$ cat src/rtl/fft_pkg.sv
// rtl/fft_pkg.sv - shared FFT widths, packed complex sample type and bit-reverse helper
package fft_pkg;

  localparam int FFT_WIDTH  = 16;
  localparam int FFT_N_LOG2 = 9;

  // One FFT result word as stored in the result RAM: {re, im}, Q1.15 each.
  typedef struct packed {
    logic signed [FFT_WIDTH-1:0] re;
    logic signed [FFT_WIDTH-1:0] im;
  } fft_cplx_t;

  // Reverse the low 'bits' bits of value; bits must be a constant when synthesised.
  function automatic logic [31:0] bit_reverse(input logic [31:0] value, input int bits);
    logic [31:0] r;
    r = '0;
    for (int i = 0; i < bits; i++) begin
      r[bits-1-i] = value[i];
    end
    return r;
  endfunction

endpackage

$ cat src/rtl/mag_fifo.sv
// rtl/mag_fifo.sv - 4-entry show-ahead synchronous FIFO for magnitude beats
module mag_fifo #(
  parameter int DW = 40
) (
  input  logic          clk,
  input  logic          reset,
  input  logic          wr_valid,
  input  logic [DW-1:0] wr_data,
  output logic          rd_valid,
  input  logic          rd_ready,
  output logic [DW-1:0] rd_data,
  output logic [2:0]    count
);

  logic [DW-1:0] mem [4];
  logic [1:0]    wr_ptr;
  logic [1:0]    rd_ptr;
  logic          push;
  logic          pop;

  // The reader's credit scheme guarantees space, so every write is taken.
  assign push     = wr_valid;
  assign pop      = rd_valid && rd_ready;
  assign rd_valid = (count != 3'd0);
  assign rd_data  = mem[rd_ptr];

  // Pointer, occupancy and storage update; storage cleared so idle outputs read zero.
  always_ff @(posedge clk) begin
    if (reset) begin
      wr_ptr <= 2'd0;
      rd_ptr <= 2'd0;
      count  <= 3'd0;
      for (int i = 0; i < 4; i++) begin
        mem[i] <= '0;
      end
    end else begin
      if (push) begin
        mem[wr_ptr] <= wr_data;
        wr_ptr      <= wr_ptr + 2'd1;
      end
      if (pop) begin
        rd_ptr <= rd_ptr + 2'd1;
      end
      case ({push, pop})
        2'b10:   count <= count + 3'd1;
        2'b01:   count <= count - 3'd1;
        default: count <= count;
      endcase
    end
  end

endmodule

$ cat src/rtl/fft_mag_reader.sv
// rtl/fft_mag_reader.sv - unloads half an FFT frame as re^2+im^2 beats; FFT_MAG_BITREV_EN selects bit-reversed RAM addressing
module fft_mag_reader
  import fft_pkg::*;
#(
  parameter int WIDTH  = FFT_WIDTH,
  parameter int N_LOG2 = FFT_N_LOG2
) (
  input  logic                 clk,
  input  logic                 reset,
  input  logic                 start,
  output logic [N_LOG2-1:0]    rd_addr,
  input  logic [2*WIDTH-1:0]   rd_data,
  output logic                 out_valid,
  input  logic                 out_ready,
  output logic [N_LOG2-2:0]    out_bin,
  output logic [2*WIDTH-1:0]   out_mag,
  output logic                 out_last,
  output logic                 busy,
  output logic                 done
);

  localparam int              BW       = N_LOG2 - 1;
  localparam int              FW       = BW + 2 * WIDTH;
  localparam logic [BW-1:0]   LAST_BIN = '1;

  localparam logic [1:0] S_IDLE  = 2'd0;
  localparam logic [1:0] S_READ  = 2'd1;
  localparam logic [1:0] S_DRAIN = 2'd2;

  logic [1:0]                state;
  logic [BW-1:0]             cnt;
  logic                      v0, v1, v2;
  logic [BW-1:0]             b0, b1, b2;
  logic signed [WIDTH-1:0]   re, im;
  logic signed [2*WIDTH-1:0] sq_re, sq_im;
  logic [2*WIDTH-1:0]        mag_sum;
  logic [2:0]                fifo_count;
  logic [3:0]                occ;
  logic                      pop;
  logic                      issue;

  // Only the lower half of the spectrum is read; optionally in bit-reversed RAM order.
  function automatic logic [N_LOG2-1:0] bin_addr(input logic [BW-1:0] bin);
`ifdef FFT_MAG_BITREV_EN
    logic [31:0] r;
    r = bit_reverse(32'(bin), N_LOG2);
    return r[N_LOG2-1:0];
`else
    return {1'b0, bin};
`endif
  endfunction

  assign re      = rd_data[2*WIDTH-1:WIDTH];
  assign im      = rd_data[WIDTH-1:0];
  assign mag_sum = $unsigned(sq_re) + $unsigned(sq_im);
  assign pop     = out_valid && out_ready;
  assign busy    = (state != S_IDLE);

  // Entries that will be held after this edge must never exceed the FIFO depth;
  // counting this cycle's pop keeps one beat per cycle flowing with out_ready high.
  assign occ   = {1'b0, fifo_count} + {3'b0, v0} + {3'b0, v1} + {3'b0, v2} - {3'b0, pop};
  assign issue = (state == S_READ) && (occ < 4'd4);

  // Control FSM and address issue.
  always_ff @(posedge clk) begin
    if (reset) begin
      state   <= S_IDLE;
      cnt     <= '0;
      rd_addr <= '0;
      v0      <= 1'b0;
      b0      <= '0;
      done    <= 1'b0;
    end else begin
      done <= 1'b0;
      v0   <= issue;
      case (state)
        S_IDLE: begin
          if (start) begin
            state <= S_READ;
            cnt   <= '0;
          end
        end
        S_READ: begin
          if (issue) begin
            rd_addr <= bin_addr(cnt);
            b0      <= cnt;
            if (cnt == LAST_BIN) begin
              state <= S_DRAIN;
            end else begin
              cnt <= cnt + BW'(1);
            end
          end
        end
        S_DRAIN: begin
          if (pop && out_last) begin
            state <= S_IDLE;
            done  <= 1'b1;
          end
        end
        default: state <= S_IDLE;
      endcase
    end
  end

  // RAM-latency and squaring stages; squares are full-precision signed products.
  always_ff @(posedge clk) begin
    if (reset) begin
      v1    <= 1'b0;
      v2    <= 1'b0;
      b1    <= '0;
      b2    <= '0;
      sq_re <= '0;
      sq_im <= '0;
    end else begin
      v1    <= v0;
      b1    <= b0;
      v2    <= v1;
      b2    <= b1;
      sq_re <= (2*WIDTH)'(re) * (2*WIDTH)'(re);
      sq_im <= (2*WIDTH)'(im) * (2*WIDTH)'(im);
    end
  end

  mag_fifo #(
    .DW (FW)
  ) u_fifo (
    .clk      (clk),
    .reset    (reset),
    .wr_valid (v2),
    .wr_data  ({b2, mag_sum}),
    .rd_valid (out_valid),
    .rd_ready (out_ready),
    .rd_data  ({out_bin, out_mag}),
    .count    (fifo_count)
  );

  assign out_last = out_valid && (out_bin == LAST_BIN);

endmodule

$ cat config.mk
export PLATFORM = sky130hd
export DESIGN_NAME = fft_mag_reader
export DESIGN_NICKNAME = d
export VERILOG_FILES = /design/src/rtl/fft_pkg.sv /design/src/rtl/mag_fifo.sv /design/src/rtl/fft_mag_reader.sv
export SDC_FILE = /design/constraint.sdc
export NUM_CORES = 2
export LEC_CHECK = 0
export BUFFER_PORTS_ARGS = -buffer_cell sky130_fd_sc_hd__buf_2
export CORE_MARGIN = 2
export CORE_UTILIZATION = 60
export CTS_CLUSTER_DIAMETER = 100
export DETAILED_ROUTE_END_ITERATION = 10
export PLACE_DENSITY = 0.77
export RECOVER_POWER = 50
export SLEW_MARGIN = 0
export SYNTH_ARGS = -nofsm -noshare
export SYNTH_HDL_FRONTEND = slang
export SYNTH_SLANG_ARGS = --single-unit
$ cat constraint.sdc
create_clock -name clk -period 9.5 [get_ports clk]
set_input_delay 1.9 -clock clk [delete_from_list [all_inputs] [get_ports clk]]
set_output_delay 1.9 -clock clk [all_outputs]
set_load 0.02 [all_outputs]
# After elaboration in Yosys (flattened, before gate mapping)
# Memories as Yosys holds them, arrays and structs flattened. A register that Yosys moved wholly into a read port is not among the register bits.
# Cells that the tools add are included.
[classes]
n_addsub = 10
mul = 2
n_lt_le_gt_ge = 1
eq_ne = 11
mux = 21
bitwise = 1
reduce_logical = 14
[ops]
columns = ["op", "count"]
rows = [
  ["multiplier 16 x 16 -> 32 bit", 2],
  ["two-way mux 40 bit", 1],
  ["OR reduction 40 bit", 1],
  ["adder 32 bit", 1],
  ["two-way mux 8 bit", 3],
  ["== test 8 bit (second input constant)", 2],
  ["one-hot mux 8 bit (2 select lines)", 1],
  ["two-way mux 2 bit", 7],
  ["adder 4 x 1 -> 4 bit", 2],
  ["adder 8 x 1 -> 8 bit (second input constant)", 1],
  ["inequality test 2 bit (second input constant)", 4],
  ["AND reduction 4 bit", 2],
  ["two-way mux 1 bit", 7],
  ["one-hot mux 2 bit (3 select lines)", 1],
  ["one-hot mux 3 bit (2 select lines)", 1],
  ["nonzero test 2 bit", 3],
  ["adder 2 x 1 -> 2 bit (second input constant)", 2],
  ["adder 3 x 1 -> 4 bit", 1],
  ["== test 2 x 1 -> 1 bit (second input constant)", 2],
  ["== test 2 bit (second input constant)", 2],
  ["logical AND 1 bit", 4],
  ["less-than comparator 4 x 3 -> 1 bit (second input constant)", 1],
  ["subtractor 4 x 1 -> 4 bit", 1],
  ["adder 3 x 1 -> 3 bit (second input constant)", 1],
  ["7 further kinds", 7],
]
[totals]
regBits = 109
ramBits = 160
input_bits = 36
out_inout_bits = 53
word_cells = 75
n_memories = 1
[memory_table]
columns = ["name", "words", "word_bits", "rd", "rd_clocked_by_memory_dff", "write_ports", "line_no", "text"]
rows = [
  ["u_fifo.mem", 4, 40, 1, 1, 4, "mag_fifo.sv:15", "logic [DW-1:0] mem [4];"],
]

# Longest topological paths before layout
[logic_depth]
ltp_word = 8
depth_mapped = 23
mapped_depth_nobuf = 23

# Hierarchy
# A second synthesis with hierarchy kept.
[hier_totals]
hier_cells = 2841
hier_area_um2 = 29260.6
[modules_own_cells]
columns = ["mod", "instances", "cells_per_inst", "area_per_inst_um2", "seq_area_each_um2"]
rows = [
  ["fft_mag_reader", 1, 2368, 21827.2, 2001.9],
  ["mag_fifo", 1, 473, 7433.4, 4984.8],
]

# Worst setup path after synthesis
# OpenSTA, ideal clock, no wires.
[synth_path]
path_kind = "input-to-reg"
startpoint = "in rd_data[1]"
endpoint = "reg sq_im[30]"
setup_ns = 0.121
arrival_ns = 7.737
t_required_ns = 9.379
slack_ns = 1.642
path_stages = 21
path_buffers = 2
path_cell_list = "clkbuf_1 > clkbuf_1 > nand2_1 > fa_1 > fa_1 > fa_1 > inv_1 > fa_1 > fa_1 > inv_1 > fa_1 > inv_1 > ha_1 > a21oi_1 > o211ai_1 > a21oi_1 > o211ai_1 > a2111oi_0 > o21ai_0 > a41oi_1 > mux2_2"
[synth_between]
elab_chain_cells = 1
[synth_lines]
columns = ["item", "line_no", "text"]
rows = [
  ["start: declaration", "fft_mag_reader.sv:12", "input logic [2*WIDTH-1:0] rd_data,"],
  ["multiplier 16 x 16 -> 32 bit", "fft_mag_reader.sv:120", "sq_im <= (2*WIDTH)'(im) * (2*WIDTH)'(im);"],
  ["end signal: assignment", "fft_mag_reader.sv:120", ""],
  ["end: declaration", "fft_mag_reader.sv:35", "logic signed [2*WIDTH-1:0] sq_re, sq_im;"],
]
# No other way between the ends.
# A chain may end at the register's enable or synchronous reset.

# Worst setup path in the final report
[layout_path]
startpoint = "in rd_data[4]"
endpoint = "reg sq_im[30]"
# The elaborated chain is that of the path after synthesis.

==> impl_metrics.yaml <==
cells_and_area:
  area_delta_synth_final_pct: 6.40
  num_antenna_cells: 0
  nNetsFinal: 3625
  final_util_pct: 64.8
  layout-drive-gt1-share_pct: 6.95
hold_path:
  min_path_type: "flop to flop"
drt:
  post-route-drc-count: 0
  wl_per_cell_um: 17.4
  drtAntennaViolNets: 0
  vias_per_cell: 5.51
  drt-initial-drc-count: 1231
  drt-total-wl_um: 61500
  first_pass_iters: 5
  via_count: 19500
setup_path:
  r2r_setup_slack_ps: 5080
  cp-end-kind: "flop"
  path_class: "primary input to flop"
  crit_slowest_cell: "a2111oi_0"
  crit_path_max_fanout: 21
  cp.arrival_ps: 8850
  crit_chain: "buf_2 > and2_1 > fa_1 > inv_1 > fa_1 > fa_1 > inv_1 > fa_1 > fa_1 > inv_1 > fa_1 > inv_1 > ha_1 > a21oi_1 > o211ai_1 > a21oi_1 > o211ai_1 > a2111oi_0 > o21ai_0 > a41oi_1 > mux2_2"
  crit_top_cell: "fa_1"
  crit_path_start_kind: "primary input"
  max_stage_delay_ps: 970
  crit_required_ps: 9930
placement:
  port_buffers: 87
  place_congestion: 0.863
  dp_hpwl_um: 48400
clock_tree:
  ctsResizeCount: 0
  cts_sinks: 269
  cts_tree: "yes"
  cts_made_buffers: 28
  post_cts_buffers: 0
  clock_path_buffers: 3
  cts.htree.levels: 1
  clk_latency_ps: 550
  postCtsHoldBufs: 0
  clk_pin_slew_ps: 60
  clockRootBuffer: "clkbuf_16"
die:
  core_mm2: 0.0478
  die_area_mm2: 0.0504
  rows: 80
  die_w_um: 224
  io_pins: 89
  fp.dieH_um: 224
  start_util_pct: 60.9
synth:
  netlist.area_leader.share_pct: 32.3
  yosys_warnings: 0
  yosys.area.top_type: "fa_1"
  synth_cells: 2861
  synthTopCellsByArea: "fa_1 (32%), edfxtp_1 (16%), ha_1 (9.4%), inv_1 (8.6%), dfxtp_1 (7.5%)"
  avgSynthCellArea_um2: 10.2
  synth_flop_cell: "edfxtp_1"
  synth_edf_count: 160
  syn_area_mm2: 0.0291
  synth_seq_cells: 269
  ys_async_sr_fraction_pct: 0
  syn_nets: 3586
  synth.distinct_cells: 67
  seq_area_frac_synth_pct: 24.0
grt:
  grt_overflow: 0
  grt_max_degree: 70
  grtUsageTotal_pct: 25.7
  grt_pass1_vias: 21300
  grt_pass1_wl_um: 103000
  grt_antenna_before_repair: 0
flow_run:
  maxCapViolCount: 7
timing:
  setup_tns_ps: 0
  slew-limit-headroom_pct: -94.7
  grt_setup_unrepaired: "false"
  worst_pin_slew_ps: 2920
  finalSetupViolCount: 0
  drv_slew: 277
  min_period_over_period_pct: 88.7
  finClkSkew_ps: 22.4
  hold_viol_final: 0
  period_minus_slack_ps: 8420
  fmax_ghz: 0.119
  timing.hold.ws_ps: 441
status:
  outcome: "finished with violations"
  violations: "capacitance limit, slew limit"
==> cells in the mapped netlist, types with 10 or more instances <==
cell / n
ha_1: 219
o21ai_0: 31
fa_1: 470
nor2b_1: 39
inv_1: 667
edfxtp_1: 160
clkbuf_1: 77
a21oi_1: 63
nor2_1: 257
or3_1: 13
a31o_2: 11
nand3_1: 19
nand4_1: 16
o21a_1: 17
and2_1: 107
and3_1: 10
dfxtp_1: 109
nand2_1: 202
mux4_2: 40
xnor2_1: 76
nand2b_1: 17
xor2_1: 32
a21o_1: 40
nor3_1: 25
or2_2: 12
==> worst max-delay path, delay by kind of cell <==
kind	cells	cell delay, ps
fa+ha+maj	7	3220
compound gates	7	2490
buf+inv	5	610
mux	1	350
simple gates	1	260
==> area by class of cell <==
type                       instances  area, µm²
clock buffer                      38        855
clock inverter                    11       96.3
fill                            3735      16800
inverter                         668       2510
multi-input combinational       1838      19300
sequential                       269       6990
tap                              615        769
timing repair buffer              95        462
==> metrics by stage <==
stage | cells | instance area, µm² | worst slack (ps)
after global routing | 3534 | 31000 | 696
after detailed placement | 3485 | 30100 | 628
final | 3534 | 31000 | 1080
after CTS | 3534 | 31000 | 1180
after global placement | 3485 | 30100 | 772
after floorplan | 2861 | 29100 | 1640
==> cells by family (layout without fill, tap and decap cells) <==
kind of cell / after synthesis / after routing / share of synthesized area [%]
AOI/OAI and AO/OA: 250 / 250 / 5.95
xor gates and xnor gates: 108 / 108 / 3.25
adders and majority gates: 689 / 689 / 41.7
buffers and inverters: 754 / 812 / 9.74
DFF: 269 / 269 / 24.0
muxes: 55 / 55 / 3.64
other: 1 / 1 / 0.0129
and+or+nand+nor: 735 / 735 / 11.8
==> flip-flops by register name, summed over array words and instances (netlist names), named ones only <==
signal         flops
rd_addr            8
u_fifo.count       3
done               1
cnt                8
u_fifo.mem       160
u_fifo.rd_ptr      2
v2                 1
sq_im             31
b2                 8
v0                 1
state              2
b1                 8
v1                 1
sq_re             31
u_fifo.wr_ptr      2
==> cells in the final DEF, fill, tap and decap left out, drive strengths merged, types with 17 or more instances in the layout <==
cell and n:
dfxtp 109, nand2b 17, ha 219, nor3 25, a21o 40, inv 668, nand2 202, and2 108
buf 78, nor2 257, fa 470, mux4 40, edfxtp 160, nand3 19, nor2b 39, a21oi 63
xor2 32, o21ai 32, o21a 17, xnor2 76, clkbuf 55
==> per-layer routing <==
layer,GRT usage (%),share of wire (%),vias up
met1,32.5,40,9888
met4,6.45,2.3,0
met2,47.0,52,506
li1,-,-,8989
met5,0,0,-
met3,2.85,4.9,107
==> final timing paths <==
check / from / endpoint / cells after the start
max: rd_data[4] / sq_im[30]$_SDFF_PP0_ / 21
max reg2reg: v2$_SDFF_PP0_ / u_fifo.mem[2][4]$_SDFFCE_PN0P_ / 3
min: b1[4]$_SDFF_PP0_ / b2[4]$_SDFF_PP0_ / 1
min reg2reg: b1[4]$_SDFF_PP0_ / b2[4]$_SDFF_PP0_ / 1
Power is left out: the tool's default activity adds up to more than one toggle a clock period on the data nets, which glitch-free logic cannot reach.
